### src/rtl/bcd_to_bin_seq_if.sv
// Start/busy/done handshake bundle for the BCD-to-binary converter.
// The master drives requests; the slave (the converter) returns status and result.
interface bcd_to_bin_seq_if #(
  parameter int DIGITS = 3,
  parameter int BIN_W  = 10
);
  logic                  start;
  logic [4*DIGITS-1:0]   bcd_in;
  logic                  busy;
  logic                  done;
  logic                  err;
  logic [BIN_W-1:0]      bin_out;

  modport master (output start, bcd_in, input busy, done, err, bin_out);
  modport slave  (input start, bcd_in, output busy, done, err, bin_out);
endinterface

### src/rtl/bcd_to_bin_seq.sv
// Sequential BCD-to-binary converter using reverse double-dabble, one bit per clock.
// Invalid digits (>9) short-circuit straight to DONE with err set.
module bcd_to_bin_seq #(
    parameter int DIGITS = 3,
    parameter int BIN_W  = 10
) (
    input  logic             clk,
    input  logic             rst,
    bcd_to_bin_seq_if.slave  bus
);
    localparam int BCD_W = 4 * DIGITS;
    localparam int SR_W  = BCD_W + BIN_W;
    localparam int CNT_W = $clog2(BIN_W + 1);

    typedef enum logic [1:0] {IDLE, SHIFT, DONE} state_t;

    state_t            state, state_nxt;
    logic [SR_W-1:0]   sr, sr_shift, sr_fix;
    logic [CNT_W-1:0]  cnt;
    logic [DIGITS-1:0] dig_bad;
    logic              in_bad, accept, last;
    logic              err_q;
    logic [BIN_W-1:0]  bin_q;

    assign sr_shift = {1'b0, sr[SR_W-1:1]};
    assign sr_fix[BIN_W-1:0] = sr_shift[BIN_W-1:0];

    // Per-digit input validation and post-shift correction, all digits in parallel.
    for (genvar d = 0; d < DIGITS; d++) begin : g_dig
        logic [3:0] dg;
        assign dig_bad[d] = bus.bcd_in[4*d +: 4] > 4'd9;
        assign dg         = sr_shift[BIN_W + 4*d +: 4];
        assign sr_fix[BIN_W + 4*d +: 4] = (dg >= 4'd8) ? dg - 4'd3 : dg;
    end

    assign in_bad = |dig_bad;
    assign accept = bus.start && (state == IDLE || state == DONE);
    assign last   = (cnt == CNT_W'(1));

    always_ff @(posedge clk) begin
        if (rst) state <= IDLE;
        else     state <= state_nxt;
    end

    always_comb begin
        state_nxt = state;
        case (state)
            IDLE:    if (bus.start) state_nxt = in_bad ? DONE : SHIFT;
            SHIFT:   if (last)      state_nxt = DONE;
            DONE:    state_nxt = bus.start ? (in_bad ? DONE : SHIFT) : IDLE;
            default: state_nxt = IDLE;
        endcase
    end

    always_ff @(posedge clk) begin
        if (rst) begin
            sr    <= '0;
            cnt   <= '0;
            err_q <= 1'b0;
            bin_q <= '0;
        end else if (accept) begin
            sr    <= in_bad ? '0 : {bus.bcd_in, {BIN_W{1'b0}}};
            cnt   <= in_bad ? '0 : CNT_W'(BIN_W);
            err_q <= in_bad;
            bin_q <= '0;
        end else if (state == SHIFT) begin
            sr  <= sr_fix;
            cnt <= cnt - CNT_W'(1);
            if (last) bin_q <= sr_fix[BIN_W-1:0];
        end
    end

    assign bus.busy    = (state == SHIFT);
    assign bus.done    = (state == DONE);
    assign bus.err     = err_q;
    assign bus.bin_out = bin_q;
endmodule

### src/flat_wrapper.sv
// flat-port wrapper written by rule: the top's interface ports become plain ports
module bcd_to_bin_seq_flat 
#(
    parameter int DIGITS = 3,
    parameter int BIN_W  = 10
)
  (clk, rst, bus_start, bus_bcd_in, bus_busy, bus_done, bus_err, bus_bin_out);
  bcd_to_bin_seq_if #(.DIGITS(DIGITS), .BIN_W(BIN_W)) bus_i ();
  input  logic clk;
  input  logic rst;
  input wire logic [$bits(bus_i.start)-1:0] bus_start;
  input wire logic [$bits(bus_i.bcd_in)-1:0] bus_bcd_in;
  output wire logic [$bits(bus_i.busy)-1:0] bus_busy;
  output wire logic [$bits(bus_i.done)-1:0] bus_done;
  output wire logic [$bits(bus_i.err)-1:0] bus_err;
  output wire logic [$bits(bus_i.bin_out)-1:0] bus_bin_out;
  assign bus_i.start = bus_start;
  assign bus_i.bcd_in = bus_bcd_in;
  assign bus_busy = bus_i.busy;
  assign bus_done = bus_i.done;
  assign bus_err = bus_i.err;
  assign bus_bin_out = bus_i.bin_out;
  bcd_to_bin_seq #(.DIGITS(DIGITS), .BIN_W(BIN_W)) u_core (.clk(clk), .rst(rst), .bus(bus_i));
endmodule
### config.mk
export PLATFORM = sky130hd
export DESIGN_NAME = bcd_to_bin_seq_flat
export DESIGN_NICKNAME = d
export VERILOG_FILES = /design/src/rtl/bcd_to_bin_seq_if.sv /design/src/rtl/bcd_to_bin_seq.sv /design/src/flat_wrapper.sv
export SDC_FILE = /design/constraint.sdc
export NUM_CORES = 1
export LEC_CHECK = 0
export BUFFER_PORTS_ARGS = -buffer_cell sky130_fd_sc_hd__buf_2
export CORE_MARGIN = 5
export CORE_UTILIZATION = 55
export DETAILED_ROUTE_END_ITERATION = 8
export PLACE_DENSITY = 0.78
export SLEW_MARGIN = 30
export SYNTH_ARGS = -nofsm -noshare
export SYNTH_HDL_FRONTEND = slang
export SYNTH_SLANG_ARGS = --single-unit
export TNS_END_PERCENT = 30
### constraint.sdc
create_clock -name clk -period 3.24 [get_ports clk]
set_clock_uncertainty 0.15 [all_clocks]
set_input_delay 0.648 -clock clk [delete_from_list [all_inputs] [get_ports clk]]
set_output_delay 0.648 -clock clk [all_outputs]
set_load 0.02 [all_outputs]
* After elaboration in Yosys (flattened, before gate mapping)
Index checks and enable logic that the tools add are counted.
** Operators by class
- Add/sub/neg operators :: 4
- Multiply operators :: 0
- Div/mod/pow operators :: 0
- Magnitude comparators :: 6
- Equal/unequal tests :: 5
- Shift-type cells :: 0
- Mux-type cells :: 14
- Bitwise logic cells :: 0
- Reductions and logical operators :: 8
** Operators by type and width (number)
- two-way mux 22 bit :: 3
- two-way mux 4 bit :: 6
- > comparator 4 bit, second input constant :: 3
- >= comparator 4 bit, second input constant :: 2
- two-way mux 2 bit :: 4
- subtractor 4 x 2 -> 4 bit, second input constant :: 2
- one-hot mux 2 bit (3 select lines) :: 1
- == test 4 x 1 -> 1 bit, second input constant :: 1
- >= comparator 3 x 4 -> 1 bit, second input constant :: 1
- AND reduction 2 bit :: 2
- subtractor 3 x 2 -> 4 bit, second input constant :: 1
- subtractor 4 x 1 -> 4 bit, second input constant :: 1
- OR reduction 3 bit :: 1
- == test 2 x 1 -> 1 bit, second input constant :: 1
- == test 2 bit, second input constant :: 1
- logical NOT 2 bit :: 1
- inequality test 2 x 1 -> 1 bit, second input constant :: 1
- inequality test 2 bit, second input constant :: 1
- nonzero test 2 bit :: 1
- OR reduction 2 bit :: 1
- logical AND 1 bit :: 1
- logical OR 1 bit :: 1
** Word-level totals
- Bits in registers :: 39
- Latch bits :: 0
- RAM bits :: 0
- ROM bits :: 0
- Output and inout port bits :: 13
- Memories :: 0

* Depth between registers and ports, before layout
- Depth in word-level cells :: 5
- Gate-level depth with buffers :: 7
- Gate-level depth less buffers :: 6

* Worst setup path before layout
No wires, ideal clock.
- Path kind :: input -> register
- Start point :: input bus_bcd_in[6]
- End point :: register u_core.sr[12]
- Arrival :: 1.703 ns
- Path slack :: 1.321 ns
- Cell stages on the path :: 4
- Cell sequence :: o21a_1 -> or4_4 -> nor3b_2 -> a2bb2oi_2
** Between the ends
- Word-level cells in the longest chain between the ends :: 4
** RTL lines
- from (decl) :: RTL line flat_wrapper.sv:12 : input wire logic [$bits(bus_i.bcd_in)-1:0] bus_bcd_in;
- > comparator 4 bit :: RTL line bcd_to_bin_seq.sv:31 : assign dig_bad[d] = bus.bcd_in[4*d +: 4] > 4'd9;
- OR reduction 3 bit :: RTL line bcd_to_bin_seq.sv:36 : assign in_bad = |dig_bad;
- two-way mux 22 bit :: RTL line bcd_to_bin_seq.sv:62 : sr <= in_bad ? '0 : {bus.bcd_in, {BIN_W{1'b0}}};
- two-way mux 22 bit :: RTL line bcd_to_bin_seq.sv:61 : end else if (accept) begin
- to (signal assigned) :: RTL line bcd_to_bin_seq.sv:62
- to (signal assigned) :: RTL line bcd_to_bin_seq.sv:67 : sr <= sr_fix;
- to (decl) :: RTL line bcd_to_bin_seq.sv:18 : logic [SR_W-1:0] sr, sr_shift, sr_fix;
No other way between the ends.
A chain may end at the register's enable or synchronous reset.

* Final worst setup path
- Start point :: register u_core.state[0]
- End point :: output bus_busy
** Between the ends
- Word-level cells in the longest chain between the ends :: 1
** RTL lines
- from (decl) :: RTL line bcd_to_bin_seq.sv:17 : state_t state, state_nxt;
- from (signal assigned) :: RTL line bcd_to_bin_seq.sv:42 : else state <= state_nxt;
- == test 2 x 1 -> 1 bit :: RTL line bcd_to_bin_seq.sv:73 : assign bus.busy = (state == SHIFT);
- to (decl) :: RTL line flat_wrapper.sv:13 : output wire logic [$bits(bus_i.busy)-1:0] bus_busy;
No other way between the ends.

==> impl_results.md <==
- R2r setup slk: 0.97 ns
- CTS tree: yes
- Vias in the first global route: 1337
- Post-CTS Setup Bufs: 0
- First-pass GRT wire length: 6100 microns
- Hold-fix buffers at CTS: 0
- Initial Utilization: 56.4%
- IO Count: 28
- Crit-path max FO: 18
- Syn Inst Count: 199
- Antenna violations before repair: 0
- Syn Nets: 220
- Routed WL per cell: 13.8 microns
- Chip width: 65.5 microns
- VDD IR max: 0.438 mV
- Setup crit start: u_core.state[0]
- Die Area: 4290 sq um
- Vias/cell: 5.72
- Max-Cap Viols: 0
- HP Class: flip-flop to flip-flop
- Worst r2r src: u_core.state[0]
- RSZ-0062 raised after global routing: no
- Worst-margin pin slew: 0.691 ns
- Lkg Pwr: 0.749 nW
- Setup TNS: 0 ns
- Total number of vias: 1470
- Max-slew headroom: 53.6%
- Status: finished, final reports clean
- Count of state elements after synthesis: 38
- Register-to-Register Path Depth: 6
- GP Congestion: 0.819
- Synthesized cell area: 1690 sq um
- Cts repair resizes: 0
- CP required: 2.44 ns
- CP endpoint kind: output pin
- # placed instances: 250
- Die height: 65.5 microns
- H-tree depth: 2
- Final hold violation count: 0
- Buffer depth of the longest clock path: 2
- Max frequency: 365 MHz
- Drt first pass iters: 4
- Area of the core: 3000 sq um
- Final critical path time including I/O delays and setup: 2.74 ns
- Setup-failing EPs final: 0
- Layout net count: 245
- Setup WS pre-CTS: 0.930 ns
- Final setup margin: 0.501 ns
- Slowest cell on crit path: clkinv_1
- Num rows: 20
- Clock-pin transition on the worst setup and hold timing paths: 0.11 ns
- Synthesized area per cell: 8.51 sq um
- Global Route Usage Sum: 18.4%
- Pwr Density: 497 nW/um^2
- Port Buffers: 27
- Drt first-iter violations: 75
- Post-synth cell types: 35
- Clk root buf: clkbuf_4
- Ant diodes: 0
- Worst reg2reg endpoint: u_core.sr[21]
- CP Class: flip-flop to output pin
- DRC: 0
- CTS buffer count: 5
- Area grow syn2layout: 12.6%
- CP peak stage delay: 0.51 ns
- Share of cells above drive strength 1: 20.5%
- Ys Warns: 0
- Hold path start: u_core.bus.bin_out[5]
- Total Routed Length: 3540 microns
- Seq/Total Area, Yosys: 44.9%
- WHS Path Cells: 2
- Startpoint Class: flip-flop
- Clk sink count: 38
- Post-route ant nets: 0
- Largest net degree at the start of global routing: 28
- Hpwl dp: 2390 microns
- Final period util: 84.5%
- Cell Chain, Critical Path: or2b_1 > clkinv_1 > buf_2
- Final Slew Violations: 0
- Grt total ovfl: 0
- WHS Endpoint: u_core.bus.bin_out[5]
- Final non-filler cell total: 257
- WP data arrival: 1.94 ns
- Worst skew pair latency: 0.35 ns
## cells by family after synthesis
kind of cell             count (synthesis)  share of synthesized area (%)
AO/OA/AOI/OAI                           57                           21.3
AND/OR/NAND/NOR                         74                           21.2
adder cells (fa/ha/maj)                  6                           4.43
buffers and inverters                   18                           5.03
XOR/XNOR                                 6                           3.10
flip-flops                              38                           44.9
## per-stage QoR
stage | hold slack [ns] | power [mW] | util (%) | area [sq um]
after CTS | 0.309 | 0.951 | 63.5 | 1910
final | 0.308 | 0.948 | 63.5 | 1910
after global routing | 0.338 | 0.992 | 63.5 | 1910
after detailed placement | 0.294 | 0.626 | 60.8 | 1830
after floorplan | 0.282 | 0.596 | - | 1690
after global placement | 0.291 | 0.624 | 60.8 | 1830
## report_power, final
group          internal (mW)  switching [mW]  total [mW]
registers              0.484          0.0144       0.499
clock network          0.180           0.152       0.331
logic                 0.0465          0.0719       0.118
total                  0.710           0.238       0.948
## cells in the mapped netlist
cell / number / area (sq um)
inv_1: 6 / 22.5
or2b_1: 1 / 7.51
nand2b_4: 1 / 13.8
xor2_1: 1 / 8.76
o21a_1: 3 / 22.5
a221oi_1: 3 / 26.3
dfxtp_1: 38 / 761
buf_6: 1 / 11.3
clkbuf_1: 6 / 22.5
nor4_4: 1 / 21.3
or4_4: 1 / 11.3
clkinv_1: 1 / 3.75
buf_2: 2 / 10.0
ha_1: 6 / 75.1
nor2b_1: 2 / 12.5
nand2_1: 31 / 116
o31ai_1: 1 / 7.51
a2bb2oi_2: 1 / 15.0
or3b_2: 1 / 8.76
a21oi_1: 21 / 105
nand2b_1: 1 / 6.26
nor3b_2: 1 / 12.5
and2b_2: 2 / 17.5
nor2_1: 26 / 97.6
a211oi_1: 6 / 45.0
xnor2_1: 5 / 43.8
or2_2: 1 / 6.26
nor4_1: 1 / 6.26
o21ai_0: 10 / 50.1
a21o_1: 1 / 7.51
nor2_2: 1 / 6.26
o22ai_1: 1 / 6.26
nor3_1: 3 / 15.0
a22oi_1: 10 / 75.1
buf_4: 2 / 15.0
## state kept, by name, indices dropped and copies added (netlist names)
signal and count:
u_core.state 2, u_core.bus.bin_out 10, u_core.sr 21, u_core.bus.err 1, u_core.cnt 4
## cell usage in the layout, fill, tap and decap left out, types with 2 or more instances in the layout
| cell type | n |
|---|---|
| nor2_1 | 26 |
| nor2b_1 | 2 |
| ha_1 | 6 |
| a21oi_1 | 21 |
| nand2_1 | 31 |
| xnor2_1 | 5 |
| o21a_1 | 3 |
| a22oi_1 | 10 |
| a211oi_1 | 6 |
| dfxtp_1 | 38 |
| buf_2 | 27 |
| clkbuf_4 | 5 |
| nor3_1 | 3 |
| and2b_2 | 2 |
| o21ai_0 | 10 |
| a221oi_1 | 3 |
| inv_1 | 6 |
| buf_4 | 2 |
## critical path, delay by kind of cell, from the launching register on
family | cells | cell delay, ns
buffers and inverters | 2 | 0.84
and+or+nand+nor | 1 | 0.41
DFF | 1 | 0.34
## worst max path at each step
stage	slack [ns]	cells after the start	to
floorplan	1.32	4	u_core.sr[12]
global placement	0.96	3	bus_busy
detailed placement	0.93	3	bus_busy
CTS	0.51	3	bus_busy
global route	0.42	3	bus_busy
finish	0.50	3	bus_busy
## layout make-up
| cell class | instances | area, sq um |
|---|---|---|
| Fill cell | 267 | 1100 |
| Multi-Input combinational cell | 143 | 847 |
| Sequential cell | 38 | 761 |
| Timing Repair Buffer | 29 | 150 |
| Clock buffer | 6 | 51.3 |
| Tap cell | 33 | 41.3 |
| Clock inverter | 1 | 30.0 |
| Inverter | 7 | 26.3 |
## routing by layer
layer	part of all wire, %	wire, microns	vias up	track usage [%]
met4	1.4	51	0	6.22
met5	0	0	-	0
met2	46	1640	27	27.8
li1	-	-	729	-
met3	5.0	177	6	6.50
met1	47	1670	708	24.5
(Power assumes the default switching activity.)
